===== config.mk =====
export PLATFORM = sky130hd
export DESIGN_NAME = fetch_stage
export DESIGN_NICKNAME = d
export VERILOG_FILES = /design/src/rtl/fetch_stage_pkg.sv /design/src/rtl/fetch_fifo.sv /design/src/rtl/fetch_stage.sv
export SDC_FILE = /design/constraint.sdc
export NUM_CORES = 1
export LEC_CHECK = 0
export BUFFER_PORTS_ARGS = -buffer_cell sky130_fd_sc_hd__buf_2
export CORE_MARGIN = 3
export CORE_UTILIZATION = 30
export CTS_CLUSTER_DIAMETER = 80
export DETAILED_ROUTE_END_ITERATION = 7
export HOLD_SLACK_MARGIN = 0.05
export PLACE_DENSITY = 0.58
export SETUP_SLACK_MARGIN = 0.3
export SLEW_MARGIN = 5
export SYNTH_ARGS = -nofsm -noshare
export SYNTH_HDL_FRONTEND = slang
export SYNTH_HIERARCHICAL = 1
export SYNTH_SLANG_ARGS = --single-unit
export TNS_END_PERCENT = 30

===== constraint.sdc =====
create_clock -name clk -period 9.2 [get_ports clk]
set_input_delay 0.92 -clock clk [delete_from_list [all_inputs] [get_ports clk]]
set_output_delay 0.92 -clock clk [all_outputs]
set_load 0.03 [all_outputs]

===== src/rtl/fetch_stage_pkg.sv =====
// Shared types and constants for the instruction-fetch front end.
package fetch_stage_pkg;

  localparam int XLEN = 32;
  localparam logic [XLEN-1:0] RESET_VECTOR_DEFAULT = 32'h2000;

  typedef struct packed {
    logic [XLEN-1:0] instr;
    logic [XLEN-1:0] pc;
  } fetch_entry_t;

  function automatic logic [XLEN-1:0] word_align(input logic [XLEN-1:0] addr);
    return {addr[XLEN-1:2], 2'b00};
  endfunction

endpackage


===== src/rtl/fetch_fifo.sv =====
// Generic synchronous FIFO: one-cycle write-to-read, flush beats push/pop.
// Pop on empty and push on full (without a same-cycle pop) are ignored.
module fetch_fifo #(
  parameter int WIDTH = 32,
  parameter int DEPTH = 2,
  parameter int CNT_W = $clog2(DEPTH + 1)
) (
  input  logic             clk,
  input  logic             reset,
  input  logic             push,
  input  logic [WIDTH-1:0] push_data,
  input  logic             pop,
  input  logic             flush,
  output logic [WIDTH-1:0] head_data,
  output logic [CNT_W-1:0] count
);

  localparam int PTR_W = (DEPTH > 1) ? $clog2(DEPTH) : 1;

  logic [WIDTH-1:0] mem [DEPTH];
  logic [PTR_W-1:0] rd_ptr;
  logic [PTR_W-1:0] wr_ptr;
  logic             do_push;
  logic             do_pop;

  function automatic logic [PTR_W-1:0] ptr_next(input logic [PTR_W-1:0] p);
    return (p == PTR_W'(DEPTH - 1)) ? '0 : p + 1'b1;
  endfunction

  assign do_pop    = pop && (count != '0);
  assign do_push   = push && ((count != CNT_W'(DEPTH)) || do_pop);
  assign head_data = mem[rd_ptr];

  always_ff @(posedge clk or posedge reset) begin
    if (reset) begin
      rd_ptr <= '0;
      wr_ptr <= '0;
      count  <= '0;
    end else if (flush) begin
      rd_ptr <= '0;
      wr_ptr <= '0;
      count  <= '0;
    end else begin
      if (do_push) wr_ptr <= ptr_next(wr_ptr);
      if (do_pop)  rd_ptr <= ptr_next(rd_ptr);
      count <= count + CNT_W'(do_push) - CNT_W'(do_pop);
    end
  end

  // Storage needs no reset: nothing reads it until count says it was written.
  always_ff @(posedge clk) begin
    if (do_push && !flush) mem[wr_ptr] <= push_data;
  end

endmodule


===== src/rtl/fetch_stage.sv =====
// Fetch front end: owns the PC, issues in-order imem requests, queues words for decode.
// gnt at t -> rvalid at t+1 -> inst_valid at t+2; requests are throttled so responses never need backpressure.
module fetch_stage
  import fetch_stage_pkg::*;
#(
  parameter logic [XLEN-1:0] RESET_VECTOR    = RESET_VECTOR_DEFAULT,
  parameter int              FIFO_DEPTH      = 2,
  parameter int              MAX_OUTSTANDING = 2
) (
  input  logic            clk,
  input  logic            reset,
  output logic            imem_req,
  output logic [XLEN-1:0] imem_addr,
  input  logic            imem_gnt,
  input  logic            imem_rvalid,
  input  logic [XLEN-1:0] imem_rdata,
  input  logic            redirect,
  input  logic [XLEN-1:0] redirect_pc,
  output logic            inst_valid,
  input  logic            inst_ready,
  output logic [XLEN-1:0] inst_ID,
  output logic [XLEN-1:0] PC_ID,
  output logic [XLEN-1:0] PCplus4_ID,
  output logic            fetch_busy
);

  localparam int OW = $clog2(MAX_OUTSTANDING + 1);
  localparam int QW = $clog2(FIFO_DEPTH + 1);

  logic [XLEN-1:0] fetch_pc;
  logic [OW-1:0]   outstanding;
  logic [OW-1:0]   drop_cnt;
  logic [OW-1:0]   pend_count;
  logic [QW-1:0]   q_count;
  logic [XLEN-1:0] pend_pc;
  fetch_entry_t    push_entry;
  fetch_entry_t    head_entry;
  logic            accept;
  logic            rsp;
  logic            rsp_keep;

  assign imem_addr = fetch_pc;
  assign accept    = imem_req && imem_gnt;
  assign rsp       = imem_rvalid && (outstanding != '0);
  assign rsp_keep  = rsp && (drop_cnt == '0);

  // Every live (non-dropped) in-flight request must already own a queue slot.
  assign imem_req = !reset && !redirect
                 && (int'(outstanding) < MAX_OUTSTANDING)
                 && (int'(outstanding) + int'(q_count) < FIFO_DEPTH + int'(drop_cnt));

  assign push_entry = '{instr: imem_rdata, pc: pend_pc};

  fetch_fifo #(
    .WIDTH ($bits(fetch_entry_t)),
    .DEPTH (FIFO_DEPTH)
  ) u_out_q (
    .clk       (clk),
    .reset     (reset),
    .push      (rsp_keep),
    .push_data (push_entry),
    .pop       (inst_valid && inst_ready),
    .flush     (redirect),
    .head_data (head_entry),
    .count     (q_count)
  );

  // Pending PCs survive a redirect so dropped responses still pop in order.
  fetch_fifo #(
    .WIDTH (XLEN),
    .DEPTH (MAX_OUTSTANDING)
  ) u_pend_q (
    .clk       (clk),
    .reset     (reset),
    .push      (accept),
    .push_data (fetch_pc),
    .pop       (rsp),
    .flush     (1'b0),
    .head_data (pend_pc),
    .count     (pend_count)
  );

  assign inst_valid = (q_count != '0);
  assign inst_ID    = inst_valid ? head_entry.instr : '0;
  assign PC_ID      = inst_valid ? head_entry.pc : '0;
  assign PCplus4_ID = inst_valid ? head_entry.pc + 32'd4 : '0;
  assign fetch_busy = (outstanding != '0) || (drop_cnt != '0);

  always_ff @(posedge clk or posedge reset) begin
    if (reset) begin
      fetch_pc    <= RESET_VECTOR;
      outstanding <= '0;
      drop_cnt    <= '0;
    end else begin
      outstanding <= outstanding + OW'(accept) - OW'(rsp);
      if (redirect) begin
        fetch_pc <= word_align(redirect_pc);
        // Everything still in flight after this cycle is stale, earlier drops included.
        drop_cnt <= outstanding - OW'(rsp);
      end else begin
        if (accept) fetch_pc <= fetch_pc + 32'd4;
        if (rsp && (drop_cnt != '0)) drop_cnt <= drop_cnt - 1'b1;
      end
    end
  end

  a_rvalid_orphan: assert property (@(posedge clk) disable iff (reset)
    imem_rvalid |-> (outstanding != '0));

  a_pend_tracks_outstanding: assert property (@(posedge clk) disable iff (reset)
    pend_count == outstanding);

endmodule


# == Yosys cells after proc, flatten, opt, wreduce, memory -nomap -nowiden ==
# Memories as Yosys holds them, arrays and structs flattened.
# Cells that the tools add are included.
# classes
n_addsub,16
order_cmp,2
n_eq_ne,2
mux,20
reduce_logical,27
# op_table
operator,n
$mux 32,5
$add 32x3->32 const B,2
$reduce_bool 2->1,8
$logic_and 1x1->1,13
$mux 1,12
$sub 2x1->2,4
$add 2x1->2,3
$mux 2,3
$add 1x1->1 const B,4
$ne 2x2->1 const B,2
$add 2x2->3,1
$add 2x2->3 const A,1
$logic_or 1x1->1,3
$lt 3x3->1,1
$logic_not 1->1,2
$logic_not 2->1,1
$lt 2x2->1 const B,1
$sub 2x1->2 const B,1
# totals
regBits,44
ramBits,192
input_bits,70
out_inout_bits,131
word_cells,78
n_memories,2
# mem_list
name,words,word_bits,rd,rd_ports_with_merged_regs,write_ports,line_no,text
u_out_q.mem,2,64,1,0,1,fetch_fifo.sv:20,logic [WIDTH-1:0] mem [DEPTH];
u_pend_q.mem,2,32,1,0,1,fetch_fifo.sv:20,

# == Longest topological paths before layout ==
# logic_depth
word_depth,8
depth_mapped,12
depth_no_buf,12

# == Cells and area by module ==
# The synthesis kept the hierarchy.
# by_module_without_submodules
module,instances,cells_each,area_each_um2,seq_area_each_um2
fetch_fifo at u_out_q,1,221,4874.7,3943.8
fetch_stage,1,419,3261.9,852.1
fetch_fifo at u_pend_q,1,122,2544.9,2021.9

# == Worst setup path after synthesis ==
# Ideal clock, no wire load.
# synth_path
kind,in2reg
start,input port imem_rvalid
end,memory u_out_q/mem[1][0] (netlist name) (enable)
setup_time_ns,0.578
t_arrival_ns,6.139
required_time_ns,8.622
slack_ns,2.483
stages,4
n_path_buf,0
path_cell_list,o21a_1 > and2_1 > o31ai_4 > nor3b_1
# synth_between
elab_chain_len,6
# synth_rtl
item,line_no,text
start: declaration,fetch_stage.sv:15,"input logic imem_rvalid,"
$logic_and 1x1->1,fetch_stage.sv:44,assign rsp = imem_rvalid && (outstanding != '0);
$logic_and 1x1->1,fetch_stage.sv:45,assign rsp_keep = rsp && (drop_cnt == '0);
via rsp_keep,fetch_stage.sv:40,logic rsp_keep;
$logic_and 1x1->1,fetch_fifo.sv:31,assign do_push = push && ((count != CNT_W'(DEPTH)) || do_pop);
$logic_and 1x1->1,fetch_fifo.sv:52,if (do_push && !flush) mem[wr_ptr] <= push_data;
$mux 1,fetch_fifo.sv:52,
$mux 1 (not written as such),fetch_fifo.sv:52,
end: declaration,fetch_fifo.sv:20,
# The timed path passes the listed nets, and every way through them passes these cells.

==> summary.log <==
INFO  routing        drc=0
INFO  floorplan      total_die_area=37900µm²
INFO  clock_tree     cts.repair_timing.setup_buffer_count=0
INFO  finish         num-nets-final=1058
INFO  timing         final_hold_viol_count=0
INFO  yosys          synthesis.area_per_instance=14.0µm²
INFO  timing         fin_hold_ws=0.295ns
INFO  placement      gp_congestion=0.740
INFO  yosys          netlist_instances=762
INFO  timing         rsz_0062_raised_after_global_routing=no
INFO  run_status     run_status=complete, no violations
INFO  routing        route.detailed.wl_per_inst=17.6µm
INFO  floorplan      floorplan.die.width=195µm
INFO  critical_path  timing.critical_path.to_type=output pin
INFO  timing         final.setup_skew=0.0158ns
INFO  critical_path  critical_path.endpoint=PCplus4_ID[29]
INFO  run            cap_violations=0
INFO  floorplan      initial_core_util=0.307
INFO  grt            antenna_found_initial=0
INFO  yosys          ys_seq_elements=234
INFO  timing         maxSlewViolCount=0
INFO  placement      dp_wirelength=17300µm
INFO  floorplan      dieHeight=195µm
INFO  timing         worst_pin_slew=0.962ns
INFO  clock_tree     clock_latency_at_the_later_pin_of_the_worst_skew_pair=0.54ns
INFO  yosys          synth-main-ff-cell=edfxtp_1
INFO  clock_tree     numClockSinks=234
INFO  timing         totalNegativeSetupSlack=0ns
INFO  timing         setup_viol=0
INFO  critical_path  r2r_setup_slack=5.73ns
INFO  finish         layout_cell_share_with_drive_strength_beyond_1=0.316
INFO  clock_tree     cts.clk_slew.worst_paths=0.06ns
INFO  routing        wirelength=25500µm
INFO  clock_tree     post_cts_gate_resize_count=0
INFO  clock_tree     max-clock-path-buffers=3
INFO  timing         fmax=206MHz
INFO  routing        drtIter0Drc=189
INFO  yosys          asyncSetResetFlopFracSynth=0.179
INFO  grt            grt_start_max_net_pins=69
INFO  grt            grt_pass1_wl=39900µm
INFO  routing        total_iterations_of_the_first_detailed_routing_run=4
INFO  power          totalPowerFinal=3300µW
INFO  clock_tree     postCtsHoldBufs=0
INFO  routing        vias=6693
INFO  timing         fin_crit=4.87ns
INFO  critical_path  timing.critical_path.cells=buf_4 -> mux2_1 -> nand4_1 -> nor2_1 -> nand4_2 -> or4_1 -> a21oi_1 -> buf_2
INFO  grt            grt_pass1_vias=6746
INFO  grt            grt.overflow.total=0
INFO  finish         flow.area_growth_from_synthesis=21.8%
INFO  placement      place_inst=1400
INFO  yosys          total_of_warnings_raised_by_yosys=6
INFO  critical_path  worst-setup-path-type=flip-flop to output pin
INFO  clock_tree     ctsHtreeMaxLevel=1
INFO  clock_tree     cts_tree=done
INFO  critical_path  critical_path.max_fanout=64
INFO  placement      place.port_buffers=196
INFO  clock_tree     cts-buffers-inserted=27
INFO  critical_path  critical_path.top_delay_family=simple AND/OR/NAND/NOR gates
INFO  critical_path  cp_data_arrival_time=3.95ns
INFO  critical_path  crit_required=8.28ns
INFO  timing         min_period_over_period=0.529
INFO  critical_path  startpoint_type=flip-flop
INFO  critical_path  critical_path_cell_count=8
INFO  power          p_leak=0.00498µW
INFO  finish         fin_cells=1446
INFO  routing        postRouteAntennaNets=0
INFO  floorplan      core_area=34800µm²
INFO  critical_path  timing.critical_path.from=u_out_q/rd_ptr
INFO  critical_path  r2r_cells=10
INFO  critical_path  path_buf_inv=2
INFO  floorplan      io_pins=201
INFO  critical_path  crit-reg2reg-capture=u_pend_q/mem[1][29]
INFO  yosys          synth.yosys.seq_area_share=0.638
INFO  yosys          synthDistinctLibCells=51
INFO  clock_tree     root_buf_cell=clkbuf_16
INFO  grt            gr-usage-all-layers=0.133
INFO  routing        via_per_instance_ratio=4.63
INFO  yosys          syn_area=10700µm²
INFO  floorplan      row_count=68
INFO  power          ir_worst_vdd=0.136mV
INFO  critical_path  crit_slowest_cell=buf_4
INFO  yosys          synth-edff-count=192
INFO  power          cellPowerDensity=253nW/µm²
INFO  critical_path  crit_path_max_incr_delay=0.74ns
INFO  worst_hold_path min-delay-path-class=primary input to async pin
INFO  critical_path  timing.rr.start=u_out_q/count[0]
INFO  timing         worst_slew_margin_rel=0.359
INFO  finish         antenna-diode-count=0
==> worst reg2reg max path: stages, from the launching register on <==
cell and delay [ns]:
dfrtp_1 0.46, ha_1 0.24, fa_1 0.45, ha_1 0.28
o21ai_0 0.31, o211ai_1 0.12, buf_4 0.20, clkinv_1 0.25
o31ai_4 0.17, nor3b_2 0.20, buf_4 0.44
==> synthesized netlist by cell type (all sizes together), types with 6 or more instances <==
master,number,area [µm²]
a31oi,6,37.5
and2,69,432
and4,10,87.6
buf,19,138
clkbuf,16,60.1
dfrtp,41,1030
edfxtp,192,5770
ha,13,163
inv,16,60.1
mux2,105,1190
nand2,36,135
nand3,24,138
nand4,25,169
nor2,48,180
nor3,12,60.1
o21ai,24,120
xnor2,23,201
xor2,28,245
==> state kept, by name, summed over array words and instances, names as in the netlist <==
signal,cells
u_pend_q/mem,64
u_pend_q/wr_ptr,1
drop_cnt,2
u_out_q/mem,128
u_pend_q/count,2
u_out_q/wr_ptr,1
u_out_q/rd_ptr,1
outstanding,2
u_pend_q/rd_ptr,1
u_out_q/count,2
imem_addr,30
==> routing by layer <==
metal  up-vias  share of wire  wire length, µm  global-route usage
met2       206           0.44            11200               0.205
met1      3233           0.48            12300               0.193
met5         -              0                0                   0
met3        32          0.060             1530              0.0244
met4         0          0.018              450              0.0322
li1       3222              -                -                   -
==> cells in the final DEF (no fill, tap or decap), types with 3 or more instances in the layout <==
cell type	count
mux2_2	48
conb_1	13
xnor2_1	23
inv_1	13
mux2_1	55
edfxtp_1	192
nor2_1	47
ha_1	13
clkbuf_16	27
and2_1	69
nand4_1	23
buf_2	196
inv_2	3
and4_1	10
and3_1	4
nor4_1	3
nor2b_1	5
dfrtp_1	40
a31oi_1	6
o21a_1	4
clkinv_2	3
or4_1	4
o31ai_1	3
xor2_1	28
a21oi_1	5
or3_1	5
clkinvlp_4	4
buf_4	10
nor3_1	10
o21ai_0	24
clkinv_1	9
nand2_1	36
nand3_1	22
==> how the worst min path moves through the flow <==
stage / endpoint / from
final: imem_addr[31] / reset
after detailed placement: u_pend_q/mem[1][31] / imem_addr[31]
after CTS: imem_addr[31] / reset
after floorplan: u_out_q/mem[0][22] / u_pend_q/mem[1][22]
after global placement: u_pend_q/mem[0][31] / imem_addr[31]
after global routing: imem_addr[31] / reset
==> area by class of cell <==
class                           count  area, µm²
Tap cell                          455        569
Timing Repair Buffer              206       1060
Inverter                           17       63.8
Sequential cell                   234       6820
Clock inverter                     18        155
Fill cell                        3419      21800
Multi-Input combinational cell    488       3670
Clock buffer                       28        679
==> power by group <==
part	internal [µW]	total [µW]	switching (µW)
combinational	312	963	651
clock	589	1010	417
sequential	1260	1330	69.0
==> logic make-up after synthesis <==
logic type / after synthesis / share of synthesized area
and+or+nand+nor: 250 / 0.131
DFF: 234 / 0.638
muxes: 106 / 0.112
AOI/OAI and AO/OA: 54 / 0.0343
buffers and inverters: 52 / 0.0245
xor gates and xnor gates: 51 / 0.0418
adders and majority gates: 14 / 0.0171
other: 1 / 0.000351
==> metrics by stage <==
| stage | util | instance area [µm²] | worst slack, ns |
|---|---|---|---|
| 5_1_grt | 0.374 | 13000 | 4.03 |
| 2_1_floorplan | - | 10700 | 2.48 |
| 6_report | 0.374 | 13000 | 4.33 |
| 3_5_place_dp | 0.350 | 12200 | 4.86 |
| 4_1_cts | 0.374 | 13000 | 4.27 |
| 3_3_place_gp | 0.350 | 12200 | 4.92 |
Power figures use the tool's default switching activity.
